File: config.mk
export PLATFORM = sky130hd
export DESIGN_NAME = muldiv_seq
export DESIGN_NICKNAME = d
export VERILOG_FILES = /design/src/rtl/muldiv_seq.sv
export SDC_FILE = /design/constraint.sdc
export NUM_CORES = 2
export LEC_CHECK = 0
export BUFFER_PORTS_ARGS = -buffer_cell sky130_fd_sc_hd__buf_4
export CAP_MARGIN = 40
export CORE_ASPECT_RATIO = 1.4
export CORE_MARGIN = 5
export CORE_UTILIZATION = 36
export CTS_BUF_LIST = sky130_fd_sc_hd__clkbuf_4
export CTS_CLUSTER_DIAMETER = 150
export DETAILED_ROUTE_END_ITERATION = 8
export GPL_TIMING_DRIVEN = 0
export PLACE_DENSITY = 0.6
export REMOVE_ABC_BUFFERS = 1
export SLEW_MARGIN = 20
export SYNTH_ARGS = -nofsm -noshare
export SYNTH_HDL_FRONTEND = slang
export SYNTH_SLANG_ARGS = --single-unit
export TNS_END_PERCENT = 1
File: constraint.sdc
create_clock -name clk -period 52.9 [get_ports clk]
set_input_delay 2.645 -clock clk [delete_from_list [all_inputs] [get_ports clk]]
set_output_delay 2.645 -clock clk [all_outputs]
set_load 0.005 [all_outputs]
File: src/rtl/muldiv_seq.sv
// Multi-cycle RV64 M-extension unit: shift-add multiply and restoring divide on operand magnitudes.
// Define MULDIV_FASTMUL_EN to turn the MUL* ops into a single combinational multiply.
module muldiv_seq #(
  parameter int XLEN  = 64,
  parameter int CNT_W = 7
) (
  input  logic            clk,
  input  logic            rst,
  input  logic            start_i,
  input  logic [2:0]      op_i,
  input  logic            word_i,
  input  logic [XLEN-1:0] operand1_i,
  input  logic [XLEN-1:0] operand2_i,
  input  logic [4:0]      rd_i,
  input  logic            flush_i,
  output logic            busy_o,
  output logic            stall_o,
  output logic            valid_o,
  output logic [XLEN-1:0] result_o,
  output logic [4:0]      rd_o,
  output logic [1:0]      dbg_state
);

  localparam int HALF = 32;

  localparam logic [1:0] S_IDLE = 2'd0;
  localparam logic [1:0] S_CALC = 2'd1;
  localparam logic [1:0] S_DONE = 2'd2;

  // Handshake: a request is taken when start_i is high in IDLE without flush_i;
  // the requester keeps start_i high until the single-cycle valid_o strobe.
  logic [1:0]        state_q;
  logic [2:0]        op_q;
  logic              word_q;
  logic [4:0]        rd_q;
  logic              neg_q;
  logic              rneg_q;
  logic [CNT_W-1:0]  cnt_q;
  logic [2*XLEN-1:0] prod_q;
  logic [2*XLEN-1:0] mcand_q;
  logic [XLEN-1:0]   mplier_q;
  logic [XLEN-1:0]   quo_q;
  logic [XLEN-1:0]   rem_q;
  logic [XLEN-1:0]   dvd_q;
  logic [XLEN-1:0]   dsr_q;
  logic [XLEN-1:0]   result_q;

  logic              op_div;
  logic              a_signed;
  logic              b_signed;
  logic              a_neg;
  logic              b_neg;
  logic              div_zero;
  logic              div_ovf;
  logic              fast_mul;
  logic [XLEN-1:0]   a_ext;
  logic [XLEN-1:0]   b_ext;
  logic [XLEN-1:0]   mag_a;
  logic [XLEN-1:0]   mag_b;
  logic [XLEN-1:0]   min_val;
  logic [CNT_W-1:0]  iter_n;

  // Operand decode; word-mode MULH* variants fall back to signed MUL-W.
  always_comb begin
    op_div = op_i[2];
    if (op_div) begin
      a_signed = ~op_i[0];
      b_signed = ~op_i[0];
    end else begin
      a_signed = word_i | (op_i[1:0] != 2'b11);
      b_signed = word_i | ~op_i[1];
    end
    if (word_i) begin
      a_ext = a_signed ? {{(XLEN-HALF){operand1_i[HALF-1]}}, operand1_i[HALF-1:0]}
                       : {{(XLEN-HALF){1'b0}}, operand1_i[HALF-1:0]};
      b_ext = b_signed ? {{(XLEN-HALF){operand2_i[HALF-1]}}, operand2_i[HALF-1:0]}
                       : {{(XLEN-HALF){1'b0}}, operand2_i[HALF-1:0]};
      min_val = {{(XLEN-HALF+1){1'b1}}, {(HALF-1){1'b0}}};
      iter_n  = CNT_W'(HALF);
    end else begin
      a_ext   = operand1_i;
      b_ext   = operand2_i;
      min_val = {1'b1, {(XLEN-1){1'b0}}};
      iter_n  = CNT_W'(XLEN);
    end
    a_neg    = a_signed & a_ext[XLEN-1];
    b_neg    = b_signed & b_ext[XLEN-1];
    mag_a    = a_neg ? ({XLEN{1'b0}} - a_ext) : a_ext;
    mag_b    = b_neg ? ({XLEN{1'b0}} - b_ext) : b_ext;
    div_zero = op_div & (b_ext == {XLEN{1'b0}});
    div_ovf  = op_div & ~op_i[0] & (a_ext == min_val) & (b_ext == {XLEN{1'b1}});
`ifdef MULDIV_FASTMUL_EN
    fast_mul = ~op_div;
`else
    fast_mul = 1'b0;
`endif
  end

  logic [XLEN:0]     rem_shift;
  logic [XLEN:0]     rem_diff;
  logic [2*XLEN-1:0] prod_next;

  always_comb begin
    rem_shift = {rem_q, dvd_q[XLEN-1]};
    rem_diff  = rem_shift - {1'b0, dsr_q};
    prod_next = mplier_q[0] ? (prod_q + mcand_q) : prod_q;
  end

  logic [2*XLEN-1:0] prod_fix;
  logic [XLEN-1:0]   quo_fix;
  logic [XLEN-1:0]   rem_fix;
  logic [XLEN-1:0]   raw_result;
  logic [XLEN-1:0]   done_result;

  // Sign fix-up happens once, on the way out of the magnitude datapath.
  always_comb begin
    prod_fix = neg_q ? ({(2*XLEN){1'b0}} - prod_q) : prod_q;
    quo_fix  = neg_q ? ({XLEN{1'b0}} - quo_q) : quo_q;
    rem_fix  = rneg_q ? ({XLEN{1'b0}} - rem_q) : rem_q;
    if (op_q[2]) begin
      raw_result = op_q[1] ? rem_fix : quo_fix;
    end else if (word_q || (op_q[1:0] == 2'b00)) begin
      raw_result = prod_fix[XLEN-1:0];
    end else begin
      raw_result = prod_fix[2*XLEN-1:XLEN];
    end
    done_result = word_q ? {{(XLEN-HALF){raw_result[HALF-1]}}, raw_result[HALF-1:0]}
                         : raw_result;
  end

  always_ff @(posedge clk or posedge rst) begin
    if (rst) begin
      state_q  <= S_IDLE;
      op_q     <= 3'd0;
      word_q   <= 1'b0;
      rd_q     <= 5'd0;
      neg_q    <= 1'b0;
      rneg_q   <= 1'b0;
      cnt_q    <= {CNT_W{1'b0}};
      prod_q   <= {(2*XLEN){1'b0}};
      mcand_q  <= {(2*XLEN){1'b0}};
      mplier_q <= {XLEN{1'b0}};
      quo_q    <= {XLEN{1'b0}};
      rem_q    <= {XLEN{1'b0}};
      dvd_q    <= {XLEN{1'b0}};
      dsr_q    <= {XLEN{1'b0}};
      result_q <= {XLEN{1'b0}};
    end else if (flush_i) begin
      state_q <= S_IDLE;
      cnt_q   <= {CNT_W{1'b0}};
    end else begin
      case (state_q)
        S_IDLE: begin
          if (start_i) begin
            op_q     <= op_i;
            word_q   <= word_i;
            rd_q     <= rd_i;
            rneg_q   <= a_neg;
            neg_q    <= (div_zero | div_ovf) ? 1'b0 : (a_neg ^ b_neg);
            cnt_q    <= iter_n;
            mcand_q  <= {{XLEN{1'b0}}, mag_a};
            mplier_q <= mag_b;
`ifdef MULDIV_FASTMUL_EN
            prod_q   <= {{XLEN{1'b0}}, mag_a} * {{XLEN{1'b0}}, mag_b};
`else
            prod_q   <= {(2*XLEN){1'b0}};
`endif
            // Word divides left-align the dividend so the MSB feeds in first.
            dvd_q    <= word_i ? {mag_a[HALF-1:0], {(XLEN-HALF){1'b0}}} : mag_a;
            dsr_q    <= mag_b;
            quo_q    <= div_zero ? {XLEN{1'b1}} : (div_ovf ? a_ext : {XLEN{1'b0}});
            rem_q    <= div_zero ? mag_a : {XLEN{1'b0}};
            state_q  <= (div_zero | div_ovf | fast_mul) ? S_DONE : S_CALC;
          end
        end
        S_CALC: begin
          if (op_q[2]) begin
            dvd_q <= {dvd_q[XLEN-2:0], 1'b0};
            if (!rem_diff[XLEN]) begin
              rem_q <= rem_diff[XLEN-1:0];
              quo_q <= {quo_q[XLEN-2:0], 1'b1};
            end else begin
              rem_q <= rem_shift[XLEN-1:0];
              quo_q <= {quo_q[XLEN-2:0], 1'b0};
            end
          end else begin
            prod_q   <= prod_next;
            mcand_q  <= {mcand_q[2*XLEN-2:0], 1'b0};
            mplier_q <= {1'b0, mplier_q[XLEN-1:1]};
          end
          cnt_q <= cnt_q - 1'b1;
          if (cnt_q == CNT_W'(1)) begin
            state_q <= S_DONE;
          end
        end
        S_DONE: begin
          result_q <= done_result;
          cnt_q    <= {CNT_W{1'b0}};
          state_q  <= S_IDLE;
        end
        default: state_q <= S_IDLE;
      endcase
    end
  end

  // In DONE the fresh result is shown directly; the register holds it afterwards.
  always_comb begin
    busy_o    = (state_q != S_IDLE);
    valid_o   = (state_q == S_DONE) & ~flush_i;
    stall_o   = start_i & ~valid_o;
    result_o  = valid_o ? done_result : result_q;
    rd_o      = rd_q;
    dbg_state = state_q;
  end

endmodule

==> metrics.cfg <==
[status]
status = finished, final reports clean

[place]
portBuffers = 214
place.gp.congestion = 0.989
detailed_place_hpwl_microns = 160000
place_inst = 8183

[floorplan]
die_w_microns = 325
boundaryPins = 215
die_h_microns = 451
coreArea_sq_um = 138000
rows = 161
start_util = 0.363
dieArea_sq_um = 147000

[route]
drtIter0Drc = 3892
routed_via_density = 5.83
drt.antenna.violating_nets = 0
num_vias = 49600
wl_microns = 203000
wl_per_cell_microns = 23.9
drt-pass1-iter-count = 7
post-route-drc-count = 0

[cts]
clock_sinks = 660
cts_root_buf = clkbuf_4
ctsResizeCount = 0
cts_buffers = 180
hold_buffers = 0
cts_buffer_depth = 3
postCtsSetupBuffers = 0
cts_tree = yes
clock_latency_ps = 1280
cts.clk_slew.worst_paths_ps = 70
htreeDepth = 4

[grt]
grt.total_usage = 0.268
grt_max_degree = 100
grt_overflow = 0
grt_pass1_wl_microns = 304000
grt_pass1_vias = 48000
antenna_found_initial = 9

[run]
cap_viol_max_count = 0

[worst_setup_path]
cp.required_ps = 50260
arrival_ps = 6580
crit_chain = or4_1 -> or4b_4 -> nor4_4 -> nand3_1 -> o31ai_1 -> o21ai_0 -> buf_2 -> a21oi_1 -> xor2_1 -> a211oi_1 -> a2111oi_0 -> nor2_1 -> buf_4
crit_type = reg -> out
critical-path-max-stage-delay_ps = 770
end_kind = primary output
crit_fanout = 7
crit_path_top_delay_cell = a2111oi_0
critPathLaunchType = register

[cells_and_area]
nNetsFinal = 6924
post-route-util = 0.413
area.sequential_sq_um = 16500
drive_gt1_frac = 0.113
syn_to_final_growth_pct = 13.7
nFillCells = 14300
final_cells = 8514
multi_input_area_sq_um = 31800

[logic_synthesis]
ys_seq_area_frac = 0.330
synth_edf_count = 0
async_flop_share = 1.00
syn_area_per_cell_sq_um = 7.72
synthCells = 6481
yosys_warnings = 0
ys.flop_type = dfrtp_1
ys_types = 94
synth_seq_cells = 660
synth_area_sq_um = 50000

[sta]
clock.fmax_ghz = 0.108
rsz0062_at_grt = false
max_slew_margin = 0.253
fin_crit_sh = 0.174
worst_pin_slew_ps = 1120
final.setup.tns_ps = 0
fin_crit_ps = 9220
skew_ps = 153
final-hold-violation-count = 0
drv_slew = 0
finalSetupViolCount = 0

[pwr]
p_per_area_nw_per_um2 = 52.3
power.leakage_nw = 25.3
ir_drop_mv = 0.0310
total_power_w = 0.00298

[min_path]
hold_class = reg -> reg

==> where the power goes <==
| group | switching (W) | internal (W) | total (W) |
|---|---|---|---|
| clock | 0.000246 | 0.000234 | 0.000479 |
| sequential | 0.000200 | 0.000656 | 0.000856 |
| combinational | 0.00102 | 0.000623 | 0.00164 |
==> through the flow <==
stage | setup slack, ps | instance area, sq um | hold slack [ps]
floorplan | 24080 | 48400 | 444
global placement | -3950 | 52300 | 456
detailed placement | 44580 | 54500 | 465
CTS | 43500 | 56800 | 479
global route | 43400 | 56900 | 493
finish | 43680 | 56900 | 467
==> path summary, 6_finish.rpt <==
path	from	to	slack [ps]	cells past startpoint
max in group asynchronous	rst	mcand_q[89]$_DFFE_PP0P_	49500	6
max	prod_q[18]$_DFFE_PP0P_	result_o[33]	43680	13
min	mcand_q[97]$_DFFE_PP0P_	mcand_q[98]$_DFFE_PP0P_	470	2
min reg2reg	mcand_q[97]$_DFFE_PP0P_	mcand_q[98]$_DFFE_PP0P_	470	2
min in group asynchronous	rst	mcand_q[52]$_DFFE_PP0P_	1540	3
max reg2reg	rem_q[0]$_DFFE_PP0P_	rem_q[9]$_DFFE_PP0P_	46920	19
==> metal layers <==
layer  GRT usage  vias to the layer above  part of all wire
li1            -                    23600                 -
met1       0.295                    23700              0.37
met2       0.455                     1752              0.48
met3      0.0434                      650             0.051
met4       0.225                        0              0.10
met5           0                        -                 0
==> critical path: cells and delay by family (launching register included) <==
kind	cells	cell delay (ps)
DFF	1	510
and+or+nand+nor	5	2180
buffers and inverters	2	450
xor gates and xnor gates	1	270
AOI/OAI and AO/OA	5	1960
==> area by class of cell <==
type	count	area share
multi-input cells	5270	0.559
flip-flops and latches	660	0.291
repair buffers	330	0.0615
well taps	1793	0.0394
clock buffers	261	0.0344
inverters	137	0.00937
clock inverters	54	0.00545
diodes	9	0.000396
==> logic make-up (layout without fill, tap and decap cells) <==
kind of cell	after synthesis	after routing	share of synthesized area
XOR/XNOR	526	526	0.0922
AO/OA/AOI/OAI	2146	2146	0.259
buffers and inverters	551	782	0.0418
adder cells (fa/ha/maj)	204	204	0.0513
flip-flops	660	660	0.330
other	0	9	0
AND/OR/NAND/NOR	2320	2320	0.211
multiplexers	74	74	0.0150
==> cells in the mapped netlist (8+ instances only) <==
cell type / instances / area share
dfrtp_1: 660 / 0.33
xnor2_1: 285 / 0.050
o21bai_1: 44 / 0.0066
clkbuf_1: 359 / 0.027
o21a_1: 23 / 0.0035
a211oi_1: 62 / 0.0093
o41ai_1: 57 / 0.010
nor3_1: 126 / 0.013
a31oi_1: 52 / 0.0065
a221oi_1: 55 / 0.0096
inv_1: 135 / 0.010
mux2i_1: 65 / 0.013
a21oi_1: 600 / 0.060
o311ai_0: 13 / 0.0023
or4_1: 51 / 0.0077
a211o_1: 9 / 0.0016
and2_1: 17 / 0.0021
a22oi_1: 12 / 0.0018
o22ai_1: 30 / 0.0038
xor2_1: 240 / 0.042
nand2b_1: 40 / 0.0050
o31ai_1: 114 / 0.017
o21ai_0: 764 / 0.076
a2111oi_0: 10 / 0.0018
nand3b_1: 8 / 0.0012
o211ai_1: 42 / 0.0063
o221ai_1: 9 / 0.0016
o21ai_1: 10 / 0.0010
nand4_1: 83 / 0.010
nor4_1: 55 / 0.0069
nand2_1: 1013 / 0.076
ha_1: 202 / 0.051
nor2_1: 559 / 0.042
or3_1: 67 / 0.0084
or2_2: 43 / 0.0054
a221o_1: 14 / 0.0028
nor2b_1: 35 / 0.0044
and3_1: 26 / 0.0033
nand3_1: 143 / 0.014
and4_1: 11 / 0.0019
mux2_2: 9 / 0.0020
buf_1: 47 / 0.0035
a21o_1: 142 / 0.021
==> registers in the layout, indices dropped and copies added, names as in the netlist, 2 cells and up <==
| name | cells |
|---|---|
| mcand_q | 128 |
| prod_q | 128 |
| dsr_q | 64 |
| dvd_q | 64 |
| mplier_q | 64 |
| quo_q | 64 |
| rem_q | 64 |
| result_q | 64 |
| cnt_q | 7 |
| rd_o | 5 |
| op_q | 3 |
| dbg_state | 2 |
==> placed cells by master, fill, tap and decap left out, types with 142 or more instances in the layout <==
master	synthesis	routed
xor2_1	240	239
nand2_1	1013	1010
clkbuf_4	0	262
o21ai_0	764	759
xnor2_1	285	264
ha_1	202	201
buf_4	0	229
nand3_1	143	143
dfrtp_1	660	656
a21oi_1	600	598
a21o_1	142	142
nor2_1	559	553
Note: power is estimated with default switching activity, not from simulation.
